## src/rtl/full_tgt_src_pkg.sv

```systemverilog
// full_tgt_src_pkg: shared types for the target-value streaming source.
// The optional FULL_TGT_LOOP_EN feature needs no extra types here.
package full_tgt_src_pkg;

    localparam int FLOAT_W = 32;

    // 24-bit mantissa / 8-bit exponent float, carried as raw bits.
    typedef logic [FLOAT_W-1:0] float_24_8;

    typedef enum logic [1:0] {
        ST_IDLE   = 2'd0,
        ST_PRIME  = 2'd1,
        ST_STREAM = 2'd2,
        ST_DONE   = 2'd3
    } tgt_state_e;

endpackage

```

## src/rtl/full_tgt_src_mem.sv

```systemverilog
// full_tgt_mem: DEPTH x 32 target memory, synchronous write, registered read.
// Contents are deliberately not reset.
module full_tgt_mem
    import full_tgt_src_pkg::*;
#(
    parameter int DEPTH  = 64,
    parameter int ADDR_W = 6
) (
    input  logic              clk,
    input  logic              wr_en,
    input  logic [ADDR_W-1:0] wr_addr,
    input  float_24_8         wr_data,
    input  logic [ADDR_W-1:0] rd_addr,
    output float_24_8         rd_data
);

    float_24_8 mem_q [DEPTH];

    // Write port and one-cycle registered read port.
    always_ff @(posedge clk) begin
        if (wr_en) begin
            mem_q[wr_addr] <= wr_data;
        end
        rd_data <= mem_q[rd_addr];
    end

endmodule

```

## src/rtl/full_tgt_src.sv

```systemverilog
// full_tgt_src: streams stored target values to the error block with a
// valid/ready handshake. The memory output register acts as the prefetch
// stage; a one-entry skid register catches it when the consumer stalls.
// Optional feature: define FULL_TGT_LOOP_EN to add a stop input and
// repeat passes until stop is seen (done pulses once per pass).
//
// state     | meaning
// ST_IDLE   | host may write memory; waits for start
// ST_PRIME  | read of address 0 issued
// ST_STREAM | elements handed to the consumer
// ST_DONE   | one-cycle done pulse, then back to idle
module full_tgt_src
    import full_tgt_src_pkg::*;
#(
    parameter int DEPTH  = 64,
    parameter int ADDR_W = 6
) (
    input  logic              clk,
    input  logic              reset,
    input  logic              wr_en,
    input  logic [ADDR_W-1:0] wr_addr,
    input  float_24_8         wr_data,
    input  logic              start,
    input  logic [ADDR_W-1:0] vec_len,
    input  logic [ADDR_W-1:0] num_vec,
    output float_24_8         expected,
    output logic              expected_fst,
    output logic              expected_vld,
    input  logic              expected_rdy,
`ifdef FULL_TGT_LOOP_EN
    input  logic              stop,
`endif
    output logic              busy,
    output logic              done
);

    tgt_state_e        state_q, state_d;
    logic [ADDR_W:0]   ptr_q, ptr_d, ptr_nxt;
    logic              a_vld_q, a_vld_d;
    logic              s_vld_q, s_vld_d;
    float_24_8         skid_q, skid_d;
    logic [ADDR_W-1:0] vl_q, vl_d;
    logic [ADDR_W-1:0] last_q, last_d;
    logic [ADDR_W-1:0] elem_q, elem_d;
    logic [ADDR_W-1:0] beat_q, beat_d;
    logic              done_q, done_d;
    logic              out_vld, xfer, issue, end_pass, mem_we;
    float_24_8         rd_data;
`ifdef FULL_TGT_LOOP_EN
    logic              stop_q, stop_d;
`endif

    // Last address of a pass: vl*nv + vl + nv equals (vl+1)*(nv+1)-1 and
    // fits in 2*ADDR_W bits; clamp to the top of memory.
    function automatic logic [ADDR_W-1:0] sat_last(input logic [ADDR_W-1:0] vl,
                                                   input logic [ADDR_W-1:0] nv);
        logic [2*ADDR_W-1:0] p;
        p = {{ADDR_W{1'b0}}, vl} * {{ADDR_W{1'b0}}, nv}
          + {{ADDR_W{1'b0}}, vl} + {{ADDR_W{1'b0}}, nv};
        if (p > (2*ADDR_W)'(DEPTH - 1)) sat_last = ADDR_W'(DEPTH - 1);
        else                            sat_last = p[ADDR_W-1:0];
    endfunction

    assign mem_we = wr_en && (state_q == ST_IDLE);

    full_tgt_mem #(.DEPTH(DEPTH), .ADDR_W(ADDR_W)) u_mem (
        .clk     (clk),
        .wr_en   (mem_we),
        .wr_addr (wr_addr),
        .wr_data (wr_data),
        .rd_addr (ptr_q[ADDR_W-1:0]),
        .rd_data (rd_data)
    );

    assign out_vld      = s_vld_q | a_vld_q;
    assign xfer         = out_vld & expected_rdy;
    assign expected_vld = out_vld;
    assign expected     = s_vld_q ? skid_q : (a_vld_q ? rd_data : '0);
    assign expected_fst = out_vld & (elem_q == '0);
    assign busy         = (state_q != ST_IDLE);
    assign done         = done_q;

    // State and datapath registers; memory contents survive reset.
    always_ff @(posedge clk) begin
        if (reset) begin
            state_q <= ST_IDLE;
            ptr_q   <= '0;
            a_vld_q <= 1'b0;
            s_vld_q <= 1'b0;
            skid_q  <= '0;
            vl_q    <= '0;
            last_q  <= '0;
            elem_q  <= '0;
            beat_q  <= '0;
            done_q  <= 1'b0;
`ifdef FULL_TGT_LOOP_EN
            stop_q  <= 1'b0;
`endif
        end else begin
            state_q <= state_d;
            ptr_q   <= ptr_d;
            a_vld_q <= a_vld_d;
            s_vld_q <= s_vld_d;
            skid_q  <= skid_d;
            vl_q    <= vl_d;
            last_q  <= last_d;
            elem_q  <= elem_d;
            beat_q  <= beat_d;
            done_q  <= done_d;
`ifdef FULL_TGT_LOOP_EN
            stop_q  <= stop_d;
`endif
        end
    end

    // Next-state: sequencing, prefetch issue, skid capture and beat counting.
    always_comb begin
        state_d = state_q;
        ptr_d   = ptr_q;
        a_vld_d = a_vld_q;
        s_vld_d = s_vld_q;
        skid_d  = skid_q;
        vl_d    = vl_q;
        last_d  = last_q;
        elem_d  = elem_q;
        beat_d  = beat_q;
        done_d  = 1'b0;
        issue   = 1'b0;
`ifdef FULL_TGT_LOOP_EN
        stop_d   = stop_q;
        end_pass = stop_q | stop;
        ptr_nxt  = (ptr_q[ADDR_W-1:0] == last_q) ? '0 : ptr_q + 1'b1;
`else
        end_pass = 1'b1;
        ptr_nxt  = ptr_q + 1'b1;
`endif

        unique case (state_q)
            ST_IDLE: begin
                if (start) begin
                    vl_d    = vec_len;
                    last_d  = sat_last(vec_len, num_vec);
                    ptr_d   = '0;
                    elem_d  = '0;
                    beat_d  = '0;
                    state_d = ST_PRIME;
`ifdef FULL_TGT_LOOP_EN
                    stop_d  = 1'b0;
`endif
                end
            end
            ST_PRIME: begin
                a_vld_d = 1'b1;
                ptr_d   = ptr_nxt;
                state_d = ST_STREAM;
`ifdef FULL_TGT_LOOP_EN
                stop_d  = stop_q | stop;
`endif
            end
            ST_STREAM: begin
`ifdef FULL_TGT_LOOP_EN
                stop_d = stop_q | stop;
`endif
                // The memory output changes next cycle, so a stalled
                // prefetched element moves into the skid register.
                if (s_vld_q) begin
                    s_vld_d = !xfer;
                end else begin
                    s_vld_d = a_vld_q & !xfer;
                    if (a_vld_q & !xfer) skid_d = rd_data;
                end
                issue   = !s_vld_d && (ptr_q <= {1'b0, last_q});
                a_vld_d = issue;
                if (issue) ptr_d = ptr_nxt;
                if (xfer) begin
                    elem_d = (elem_q == vl_q) ? '0 : elem_q + 1'b1;
                    beat_d = beat_q + 1'b1;
                    if (beat_q == last_q) begin
                        elem_d = '0;
                        beat_d = '0;
                        done_d = 1'b1;
                        if (end_pass) begin
                            state_d = ST_DONE;
                            a_vld_d = 1'b0;
                            s_vld_d = 1'b0;
                        end
                    end
                end
            end
            ST_DONE: begin
                state_d = ST_IDLE;
            end
            default: begin
                state_d = ST_IDLE;
            end
        endcase
    end

endmodule

```

## config.mk

```make
export PLATFORM = sky130hd
export DESIGN_NAME = full_tgt_src
export DESIGN_NICKNAME = d
export VERILOG_FILES = /design/src/rtl/full_tgt_src_pkg.sv /design/src/rtl/full_tgt_src_mem.sv /design/src/rtl/full_tgt_src.sv
export SDC_FILE = /design/constraint.sdc
export NUM_CORES = 2
export LEC_CHECK = 0
export BUFFER_PORTS_ARGS = -buffer_cell sky130_fd_sc_hd__buf_2
export CAP_MARGIN = 15
export CORE_UTILIZATION = 55
export CTS_BUF_LIST = sky130_fd_sc_hd__clkbuf_4
export DETAILED_ROUTE_END_ITERATION = 10
export PLACE_DENSITY_LB_ADDON = 0.2
export RECOVER_POWER = 100
export SETUP_SLACK_MARGIN = 0.05
export SLEW_MARGIN = 20
export SYNTH_ARGS = -nofsm -noshare
export SYNTH_HDL_FRONTEND = slang
export SYNTH_HIERARCHICAL = 1
export SYNTH_SLANG_ARGS = --single-unit
```

## constraint.sdc

```tcl
create_clock -name clk -period 5.9 [get_ports clk]
set_input_delay 1.475 -clock clk [delete_from_list [all_inputs] [get_ports clk]]
set_output_delay 1.475 -clock clk [all_outputs]
set_load 0.05 [all_outputs]
```

==> impl_metrics.yaml <==
critical_path:
  cpPeakStageDelay_ps: 2090
  criticalPathCategory: "reg2reg"
  crit_fanout: 17
  rr_worst_depth: 6
  cp-start-kind: "register"
  rr_endpoint: "u_mem/mem_q[11][2]"
  critPathArrivalTime_ps: 6180
  path_cells: "inv_1, ha_1, and2_0, nand3_1, nor2_1, clkbuf_1"
  crit_path_top_delay_cell: "nor2_1"
  regToRegSetupSlack_ps: 610
  critPathRequiredTime_ps: 6790
  critPathLaunch: "state_q[0]"
  end_kind: "register"
  r2r_start: "state_q[0]"
power_and_ir_drop:
  switching_power_mw: 9.43
  p_per_area_mw_per_mm2: 382
  internal-power_mw: 26.4
  leakage_nw: 29.3
  pwr-share-comb_pct: 17.4
  power_mw: 35.8
  switching_share_pct: 26.3
  ir_worst_vdd_uv: 290
  pwr-share-seq_pct: 47.9
  clkPwrFrac_pct: 34.7
final_layout:
  syn2layout_area_growth_pct: 12.1
  design_area_mm2: 0.0936
  fillers: 10800
  fin_nets: 4697
  drive_above_1_share_pct: 31.4
floorplan:
  num_rows: 142
  die_y_um: 392
  die_area_mm2: 0.153
  pin_count: 91
  chipWidth_um: 392
  start_util_pct: 55.6
  core_area_mm2: 0.150
timing:
  fmax_mhz: 189
  post-route-min-period_ps: 5290
  worst_slew_pin_slew_ps: 3610
  maxSlewHeadroom_pct: -140
  skew_ps: 89.0
  slew_viol_final: 3700
  rsz0062_at_grt: "no"
  finalCritPeriodShare_pct: 89.6
  setup_viol: 0
  hold_viol_final: 0
drt:
  dr.pass1.iters: 5
  drc: 0
  vias_per_cell: 6.18
  wirelength_um: 209000
  drt-initial-drc-count: 4638
  drt-met1-wl_um: 79600
  antenna_left: 0
  wl_met3_um: 19000
  dr_wl_met2_um: 104000
  highest_layer: "met5"
  wire_per_inst_um: 30.0
  vias: 43000
yosys:
  synth_simple_gate_area_share_pct: 2.55
  synth.area.top_cells: "edfxtp_1 (74%), mux4_2 (15%), dfxtp_1 (2.4%)"
  muxShareOfSynthArea_pct: 15.8
  synthDistinctLibCells: 64
  synth-seq-cells: 2148
  synthArstFlopShare_pct: 0
  synth-adder-area-share_pct: 1.27
  syn_inst: 3959
  synth_compound_area_share_pct: 2.58
  post-synth-top-area-cell: "edfxtp_1"
  yosysWarnings: 6
  syn-cell-area_mm2: 0.0835
  syn_avg_cell_area_um2: 21.1
  yosysTopAreaCellShare_pct: 73.6
  yosysSeqAreaShare_pct: 76.0
  syn_nets: 4084
  synth_top_family_by_area: "multiplexers"
  ys.flop_type: "edfxtp_1"
  synth_xor_area_share_pct: 0.294
  synth_edf_count: 2048
clock_tree:
  cts_buffers: 560
  clockRootBuffer: "clkbuf_4"
  clk_latency_ps: 1340
  cts-hold-fix-buffers: 0
  clockBufferDepth: 4
  ctsResizeCount: 0
  htreeDepth: 6
  cts_tree: "yes"
  clock-sinks: 2148
  cts_setup_buffers: 0
  clkTransAtPathRegs_ps: 60
run_status:
  violations: "capacitance limit, slew limit"
  outcome: "finished with violations"
worst_hold_path:
  hp-class: "reg2reg"
  min_from: "u_mem/rd_data[15]"
  hold_end: "skid_q[15]"
  hold_depth: 2
placed_design:
  hpwl_um: 116000
  placed_cell_area_mm2: 0.0875
  io_buffers: 90
  gp_congestion: 0.840
global_route:
  antenna_found_initial: 10
  track_usage_pct: 27.7
  grt_max_degree: 102
  grt_pass1_wl_um: 300000
  grt_pass1_vias: 44400
  grt_overflow_total: 0
run:
  cap_viol_max_count: 93
-- synth_stat cells (14+ instances only) --
| master | n |
|---|---|
| o21ai_0 | 25 |
| nand2b_1 | 14 |
| xor2_1 | 19 |
| inv_1 | 57 |
| buf_1 | 23 |
| o22ai_1 | 84 |
| nand2_1 | 173 |
| nor2b_1 | 20 |
| and2_1 | 23 |
| edfxtp_1 | 2048 |
| nor2_1 | 163 |
| buf_2 | 57 |
| o221ai_1 | 31 |
| fa_1 | 25 |
| buf_4 | 25 |
| dfxtp_1 | 100 |
| ha_1 | 45 |
| clkbuf_1 | 103 |
| a21oi_1 | 118 |
| mux2i_1 | 96 |
| mux4_2 | 544 |
-- how the worst max path moves through the flow --
stage	depth (start not counted)	slack [ps]	end
2_1_floorplan	17	200	last_q[1]
3_3_place_gp	17	-50	last_q[3]
3_5_place_dp	17	-140	last_q[1]
4_1_cts	17	1230	last_q[1]
5_1_grt	7	500	u_mem/mem_q[16][0]
6_report	6	610	u_mem/mem_q[11][2]
-- layout by cell type (no fill, tap or decap), types with 21 or more instances in the layout --
master    count
edfxtp_1   2048
clkbuf_4    784
mux4_2      544
nand2_1     172
clkbuf_1    138
nor2_1      127
a21oi_1     118
mux2i_1      96
dfxtp_1      96
clkinv_1     95
o22ai_1      84
inv_1        57
buf_4        54
buf_2        49
ha_1         45
nor2_4       36
o221ai_1     31
o21ai_0      25
fa_1         25
inv_2        22
and2_1       21
-- worst max-delay path: cells and delay by family (launching register included) --
| family | cells | cell delay [ps] |
|---|---|---|
| simple gates | 3 | 3570 |
| buf+inv | 2 | 630 |
| fa+ha+maj | 1 | 370 |
| flops | 1 | 320 |
-- metal layers --
layer | vias to the layer above | track usage, %
met4 | 2 | 10.1
li1 | 18000 | -
met2 | 2123 | 45.0
met3 | 368 | 6.54
met1 | 22500 | 37.0
met5 | - | 0
-- area by class of cell --
type | instances | area [um2] | area share (%)
Sequential cell | 2148 | 63500 | 67.9
Tap cell | 2016 | 2520 | 2.70
Multi-Input combinational cell | 1541 | 19100 | 20.4
Inverter | 57 | 214 | 0.229
Antenna cell | 16 | 40.0 | 0.0428
Timing Repair Buffer | 264 | 1480 | 1.58
Clock buffer | 784 | 5890 | 6.29
Clock inverter | 138 | 875 | 0.935
-- cell families (layout without fill, tap and decap cells) --
logic type	count (synthesis)	after routing
mux	640	640
xor+xnor	28	28
flops	2148	2148
other cells	0	16
buf+inv	270	1243
fa+ha+maj	70	70
simple gates	470	470
compound gates	333	333
-- power groups by stage --
stage / sequential, mW / combinational, mW / clock (mW)
5_1_grt: 17.2 / 6.62 / 13.5
2_1_floorplan: 17.3 / 4.59 / 0
6_report: 17.2 / 6.22 / 12.4
4_1_cts: 17.1 / 6.36 / 12.7
3_5_place_dp: 17.4 / 6.34 / 0
3_3_place_gp: 17.4 / 6.29 / 0
-- metrics by stage --
stage	setup slack [ps]	setup TNS, ps	hold slack, ps	cells	utilization (%)
floorplan	195	0	432	3959	-
global placement	-54.2	-307	437	6026	58.2
detailed placement	-143	-820	447	6026	58.2
CTS	1230	0	434	6948	62.7
global route	496	0	453	6955	62.2
finish	611	0	437	6964	62.3
-- registers in the layout (all words and copies together), names as in the netlist --
name	count
u_mem/mem_q	2048
u_mem/rd_data	32
last_q	6
ptr_q	7
a_vld_q	1
skid_q	32
s_vld_q	1
state_q	2
vl_q	6
elem_q	6
beat_q	6
done	1
Power figures use the tool's default switching activity.
